===== src/rtl/xif_result_arbiter.sv =====
// Shares one CORE-V-XIF result channel between NUM_SRC FPU result producers.
// Results are released only once their id is committed; killed ids are drained silently.
module xif_result_arbiter #(
    parameter int NUM_SRC     = 3,
    parameter int X_ID_WIDTH  = 4,
    parameter int XLEN        = 32,
    parameter int X_RFW_WIDTH = 32
) (
    input  logic                           clk,
    input  logic                           rst_n,
    input  logic [NUM_SRC-1:0]             src_valid,
    output logic [NUM_SRC-1:0]             src_ready,
    input  logic [NUM_SRC*X_ID_WIDTH-1:0]  src_id,
    input  logic [NUM_SRC*XLEN-1:0]        src_data,
    input  logic [NUM_SRC*5-1:0]           src_rd,
    input  logic [NUM_SRC-1:0]             src_we,
    input  logic [NUM_SRC-1:0]             src_exc,
    input  logic [NUM_SRC*6-1:0]           src_exccode,
    input  logic                           commit_valid,
    input  logic [X_ID_WIDTH-1:0]          commit_id,
    input  logic                           commit_kill,
    output logic                           result_valid,
    input  logic                           result_ready,
    output logic [X_ID_WIDTH-1:0]          result_id,
    output logic [X_RFW_WIDTH-1:0]         result_data,
    output logic [4:0]                     result_rd,
    output logic                           result_we,
    output logic                           result_exc,
    output logic [5:0]                     result_exccode
);

    localparam int DEPTH = 1 << X_ID_WIDTH;
    localparam int PW    = (NUM_SRC > 1) ? $clog2(NUM_SRC) : 1;

    logic [DEPTH-1:0]      committed;
    logic [DEPTH-1:0]      killed;
    logic [PW-1:0]         rr;
    logic [X_ID_WIDTH-1:0] id [NUM_SRC];
    logic [NUM_SRC-1:0]    drain;
    logic [NUM_SRC-1:0]    elig;
    logic [NUM_SRC-1:0]    gnt_onehot;
    logic                  gnt_vld;
    logic [PW-1:0]         gnt_idx;
    logic                  out_free;

    assign out_free = !result_valid || result_ready;

    always_comb begin
        for (int i = 0; i < NUM_SRC; i++) begin
            id[i]    = src_id[i*X_ID_WIDTH +: X_ID_WIDTH];
            drain[i] = src_valid[i] & committed[id[i]] & killed[id[i]];
            elig[i]  = src_valid[i] & committed[id[i]] & !killed[id[i]];
        end
    end

    // Round-robin: first eligible source at or after rr, wrapping.
    always_comb begin
        int j;
        j          = 0;
        gnt_vld    = 1'b0;
        gnt_idx    = '0;
        gnt_onehot = '0;
        for (int k = 0; k < NUM_SRC; k++) begin
            j = (int'(rr) + k) % NUM_SRC;
            if (!gnt_vld && elig[j]) begin
                gnt_vld = 1'b1;
                gnt_idx = PW'(j);
            end
        end
        if (!out_free) gnt_vld = 1'b0;
        if (gnt_vld) gnt_onehot[gnt_idx] = 1'b1;
    end

    assign src_ready = drain | gnt_onehot;

    // Release clears are applied first so a same-cycle commit of that id wins.
    always_ff @(posedge clk or negedge rst_n) begin
        if (!rst_n) begin
            committed <= '0;
            killed    <= '0;
        end else begin
            for (int i = 0; i < NUM_SRC; i++) begin
                if (drain[i]) begin
                    committed[id[i]] <= 1'b0;
                    killed[id[i]]    <= 1'b0;
                end
            end
            if (gnt_vld) committed[id[gnt_idx]] <= 1'b0;
            if (commit_valid) begin
                committed[commit_id] <= 1'b1;
                killed[commit_id]    <= commit_kill;
            end
        end
    end

    always_ff @(posedge clk or negedge rst_n) begin
        if (!rst_n) begin
            result_valid   <= 1'b0;
            result_id      <= '0;
            result_data    <= '0;
            result_rd      <= '0;
            result_we      <= 1'b0;
            result_exc     <= 1'b0;
            result_exccode <= '0;
            rr             <= '0;
        end else if (gnt_vld) begin
            result_valid   <= 1'b1;
            result_id      <= id[gnt_idx];
            result_data    <= src_data[gnt_idx*XLEN +: XLEN];
            result_rd      <= src_rd[gnt_idx*5 +: 5];
            result_we      <= src_we[gnt_idx];
            result_exc     <= src_exc[gnt_idx];
            result_exccode <= src_exccode[gnt_idx*6 +: 6];
            rr             <= PW'((int'(gnt_idx) + 1) % NUM_SRC);
        end else if (result_ready) begin
            result_valid   <= 1'b0;
        end
    end

`ifndef SYNTHESIS
    always @(posedge clk) begin
        if (rst_n) begin
            if (commit_valid)
                assert (!committed[commit_id])
                    else $error("commit for id %0d already committed", commit_id);
            for (int a = 0; a < NUM_SRC; a++)
                for (int b = a + 1; b < NUM_SRC; b++)
                    if (src_valid[a] && src_valid[b])
                        assert (id[a] != id[b])
                            else $error("sources %0d and %0d present same id %0d", a, b, id[a]);
        end
    end
`endif

endmodule


===== config.mk =====
export PLATFORM = sky130hd
export DESIGN_NAME = xif_result_arbiter
export DESIGN_NICKNAME = d
export VERILOG_FILES = /design/src/rtl/xif_result_arbiter.sv
export SDC_FILE = /design/constraint.sdc
export NUM_CORES = 1
export LEC_CHECK = 0
export ABC_AREA = 0
export CAP_MARGIN = 0
export CORE_ASPECT_RATIO = 0.7
export CORE_UTILIZATION = 49
export CTS_CLUSTER_SIZE = 8
export DETAILED_ROUTE_END_ITERATION = 10
export HOLD_SLACK_MARGIN = 0.12
export PLACE_DENSITY = 0.87
export SYNTH_ARGS = -nofsm -noshare
export SYNTH_HDL_FRONTEND = slang
export SYNTH_SLANG_ARGS = --single-unit

===== constraint.sdc =====
create_clock -name clk -period 6.95 [get_ports clk]
set_input_delay 0.695 -clock clk [delete_from_list [all_inputs] [get_ports clk]]
set_output_delay 0.695 -clock clk [all_outputs]
set_load 0.05 [all_outputs]

-- Word-level counts from Yosys, hierarchy flattened
Index checks and enable logic that the tools add are counted.
- bits in registers: 84
- latch bits: 0
- RAM bits: 0
- bits in read-only memories: 0
- input port bits: 159
- output and inout port bits: 53
- logic and storage cells: 137
- memories kept: 0
- add/sub/neg operators: 3
- multipliers: 2
- div/mod/pow operators: 4
- order comparisons: 16
- eq/ne operators: 0
- shifts and indexed selects: 3
- mux-type cells: 60
- bitwise gates (word level): 23
- reduce and logical (&&, ||, !) cells: 16
- operators by type and width (cell ; count):
    $mux 16 ; 9
    $and 16x16->16 ; 7
    $lt 32x4->1 const B ; 3
    $mod 32x3->32 const B ; 3
    $shiftx 96x8->32 ; 1
    $not 16->16 ; 4
    $mod 3x3->32 const B ; 1
    $mux 1 ; 26
    $lt 4x5->1 const B ; 5
    $bmux 1 s4 ; 6
    $demux 1 s4 ; 5
    $ge 4x1->1 const B ; 5
    $shiftx 18x6->6 ; 1
    $bwmux 16 ; 1
    $or 16x16->16 ; 1
    $shiftx 15x6->5 ; 1
    $bmux 1 s2 ; 5
    $and 1x1->1 ; 9
    $bmux 4 s2 ; 1
    $logic_and 1x1->1 ; 8
    $mux 4 ; 2
    $add 2x1->3 const B ; 2
    $logic_not 1->1 ; 6
    $mux 2 ; 3
    12 further kinds ; 12

-- Longest topological paths before layout
- depth in word-level cells: 27
- depth in mapped cells: 14
- mapped depth without buffers: 11

-- Worst setup path after synthesis
Ideal clock, no wire load.
- path type: input -> output
- start point: input src_id[4]
- end point: output src_ready[0]
- data arrival time: 3.687 ns
- required time: 6.255 ns
- slack: 2.568 ns
- stages: 10
- path buffers: 3
- cell sequence: buf_2 mux4_2 nand2_1 nand4_1 a21oi_2 buf_2 a211oi_1 or3_1 buf_2 o21ai_0
- longest elaborated chain between the ends: 20
- elaborated cells on any way between the ends: 34
- those cells by class: 2 x order compare; 23 x mux; 3 x bitwise; 6 x reduce/logical
- ends and longest elaborated chain (what ; line ; RTL):
    from (decl) ; 13 ; input logic [NUM_SRC*X_ID_WIDTH-1:0] src_id,
    $bmux 1 s4 ; 52 ; elig[i] = src_valid[i] & committed[id[i]] & !killed[id[i]];
    $mux 1 (implied by the code) ; 52 ;
    $and 1x1->1 or $logic_not 1->1 (tied branches) ; 52 ;
    $and 1x1->1 * ; 52 ;
    $bmux 1 s2 ; 65 ; if (!gnt_vld && elig[j]) begin
    $mux 1 (implied by the code) (2 in a row) ; 65 ;
    $mux 1 ; 65 ;
    $logic_not 1->1 ; 65 ;
    [... 3 more ...] ; - ;
    $logic_and 1x1->1 ; 65 ;
    $mux 2 ; 65 ;
    $lt 2x3->1 (implied by the code) or $ge 2x1->1 (tied branches) ; 71 ; if (gnt_vld) gnt_onehot[gnt_idx] = 1'b1;
    $logic_and 1x1->1 (implied by the code) ; 71 ;
    $mux 1 (implied by the code) ; 71 ;
    $demux 1 s2 ; 71 ;
    $mux 3 * ; 71 ;
    $or 3x3->3 * ; 74 ; assign src_ready = drain | gnt_onehot;
    to (decl) ; 12 ; output logic [NUM_SRC-1:0] src_ready,
Mark *: on every way between the ends. The rest lies on a longest branch, timed or not. The select of a mux whose other input is x is not followed.

-- Final worst setup path
- start point: input src_id[8]
- end point: output src_ready[0]
The elaborated chain is that of the path after synthesis.

==> impl_metrics.toml <==
[clocking]
cts_buffer_depth = 2
hold_buffers = 0
post_cts_buffers = 0
clock-sinks = 84
cts_max_level = 3
cts_buffers = 9
cts_root_buf = "clkbuf_16"
cts_tree = "built"
worst_skew_pair.late_latency_ps = 340
clkTransAtPathRegs_ps = 60
cts_resized = 0

[sta]
tns_ps = 0
worst_pin_slew_ps = 1100
hold_viol = 0
period_share_pct = 80.1
slew_violations = 0
holdWs_ps = 485
fin_crit_ps = 5570
rsz0062_at_grt = "false"
setup_viol = 0
clock-skew-final_ps = 9.66
slew_headroom_pct = 26.2
fmax_ghz = 0.180

[route]
dr_total_vias = 6310
drc = 0
routed_wl_um = 21600
drt_iter0_markers = 690
drt.antenna.violating_nets = 0
dr.pass1.iters = 9
avgRoutedWirePerCell_um = 21.8
avgViaCountPerCell = 6.37

[global_route]
grt_max_degree = 85
antenna_found_initial = 0
grt_first_pass_wirelength_um = 32400
grt_overflow = 0
grtUsageTotal_pct = 36.5
grt_pass1_vias = 5953

[die]
chipWidth_um = 131
start_util_pct = 51.0
core_area_um2 = 11200
die_area_um2 = 12100
die_h_um = 92.2
rows = 32
ioPinCount = 212

[run]
max-cap-violations = 0

[power]
power_density_nw_per_um2 = 456
vdd_drop_max_mv = 0.342
leakagePower_nw = 3.19

[synthesis]
async_flop_share_pct = 100
synthTopCellsByArea = "dfrtp_1 (37%), nand2_1 (6.8%), a22oi_1 (6.2%)"
yosysTopAreaCell = "dfrtp_1"
synth_top_cell_area_share_pct = 36.9
avgSynthCellArea_um2 = 8.73
synth_warnings = 0
ys_types = 64
synth-edff-count = 0
synth.most_common_cell = "nand2_1"
synthTopCellsByCount = "nand2_1 (103), dfrtp_1 (84), nor2_1 (72)"
ys_seq_area_share_pct = 36.9
ys_ff_latch = 84
synthFlopType = "dfrtp_1"
syn_inst = 653
synth_area_um2 = 5700
synth_nets = 817

[worst_setup_path]
setup.worst_path.end_class = "output port"
worstSetupPathType = "primary input to output port"
critical_path_arrival_ps = 4870
crit_fanout = 17
worst-r2r-setup-slack_ps = 2710
crit_required_ps = 6250
slowest_delay_ps = 930
crit_path_start_kind = "primary input"
path_cells = "clkdlybuf4s50_1, mux4_2, mux2i_1, mux2i_1, a21oi_4, o211ai_1, nor2_4, inv_2, ha_1, inv_1, o21ai_0, clkdlybuf4s50_1"
cp_slowest_cell = "clkdlybuf4s50_1"

[final_layout]
syn_to_final_growth_pct = 42.9
final_util_pct = 72.9
nets = 998
n_antenna_cell = 0
fillers = 795
drive_above_1_share_pct = 7.88

[place]
place_hpwl_um = 16400
place_congestion = 0.981
numPortBuffers = 211

[min_path]
hold_class = "flop to flop"

[run_status]
status = "complete, no violations"
-- cell usage in the layout (no fill, tap or decap), types with 8 or more instances in the layout --
cell type        synthesis  layout
nand4_1                 13      13
a31o_1                  10      10
inv_1                   11      11
nand3b_1                13      13
mux2i_1                 23      23
a22oi_1                 47      47
mux4_2                  14      14
nor3_1                  11      10
a31oi_1                 48      48
a21oi_1                 10      10
nand3_1                 26      26
nor2_1                  72      72
clkbuf_16                0       9
nor2b_1                  8       8
o21ai_0                 21      21
o22ai_1                 10      10
dfrtp_1                 84      84
clkdlybuf4s50_1          0     210
nand2_1                103     103
-- logic make-up (layout without fill, tap and decap cells) --
family	Yosys count	after routing	synth area share (%)
multiplexers	41	41	10.4
AND/OR/NAND/NOR	276	276	22.9
buffers and inverters	60	245	4.70
adder cells (fa/ha/maj)	6	6	1.27
AO/OA/AOI/OAI	186	186	23.8
flip-flops	84	84	36.9
-- sequential cells by signal, indices dropped and copies added (netlist names) --
name and count:
result_exccode 6, committed 16, result_data 32, rr 2
result_id 4, result_we 1, result_valid 1, result_exc 1
killed 16, result_rd 5
-- per-layer routing --
layer / vias up / track usage (%) / routed length [um]
met5: - / 0 / 0
met4: 0 / 12.7 / 616
met3: 54 / 14.5 / 2750
met2: 400 / 53.9 / 9700
met1: 3065 / 48.1 / 8580
li1: 2791 / - / -
-- final cells by class --
class / instances / area [um^2] / share of cell area, %
Timing Repair Buffer: 217 / 2150 / 26.5
Multi-Input combinational cell: 509 / 3330 / 40.9
Tap cell: 153 / 191 / 2.35
Clock buffer: 9 / 225 / 2.77
Inverter: 13 / 48.8 / 0.599
Clock inverter: 6 / 87.6 / 1.08
Sequential cell: 84 / 2100 / 25.8
-- worst max-delay path: cells and delay by family --
family	cells	cell delay (ps)
compound gates	3	660
fa+ha+maj	1	240
buf+inv	4	1880
mux	3	890
simple gates	1	480
-- per-stage QoR --
stage,instance area (um^2),cells,worst slack (ps),power [mW]
6_report,8140,991,1380,3.71
5_1_grt,8140,991,1140,3.89
4_1_cts,8140,991,1440,3.68
3_5_place_dp,7830,976,1450,3.16
3_3_place_gp,7830,976,1620,3.09
2_1_floorplan,5700,653,2570,2.40
-- power breakdown --
| part | internal (mW) | total (mW) | leakage (nW) | switching (mW) |
|---|---|---|---|---|
| logic | 0.803 | 2.23 | 2.05 | 1.43 |
| clock network | 0.313 | 0.510 | 0.156 | 0.197 |
| registers | 0.726 | 0.971 | 0.981 | 0.244 |
-- path summary, 6_finish.rpt --
kind / from / end / cells after the start
setup / recovery: src_id[8] / src_ready[0] / 12
hold / removal: result_data[17] / result_data[17] / 1
setup reg to reg: killed[7] / committed[9] / 12
hold reg to reg: result_data[17] / result_data[17] / 1
max in group asynchronous: rst_n / result_data[17] / 1
min in group asynchronous: rst_n / result_exccode[1] / 1
Note: power is estimated with default switching activity, not from simulation.
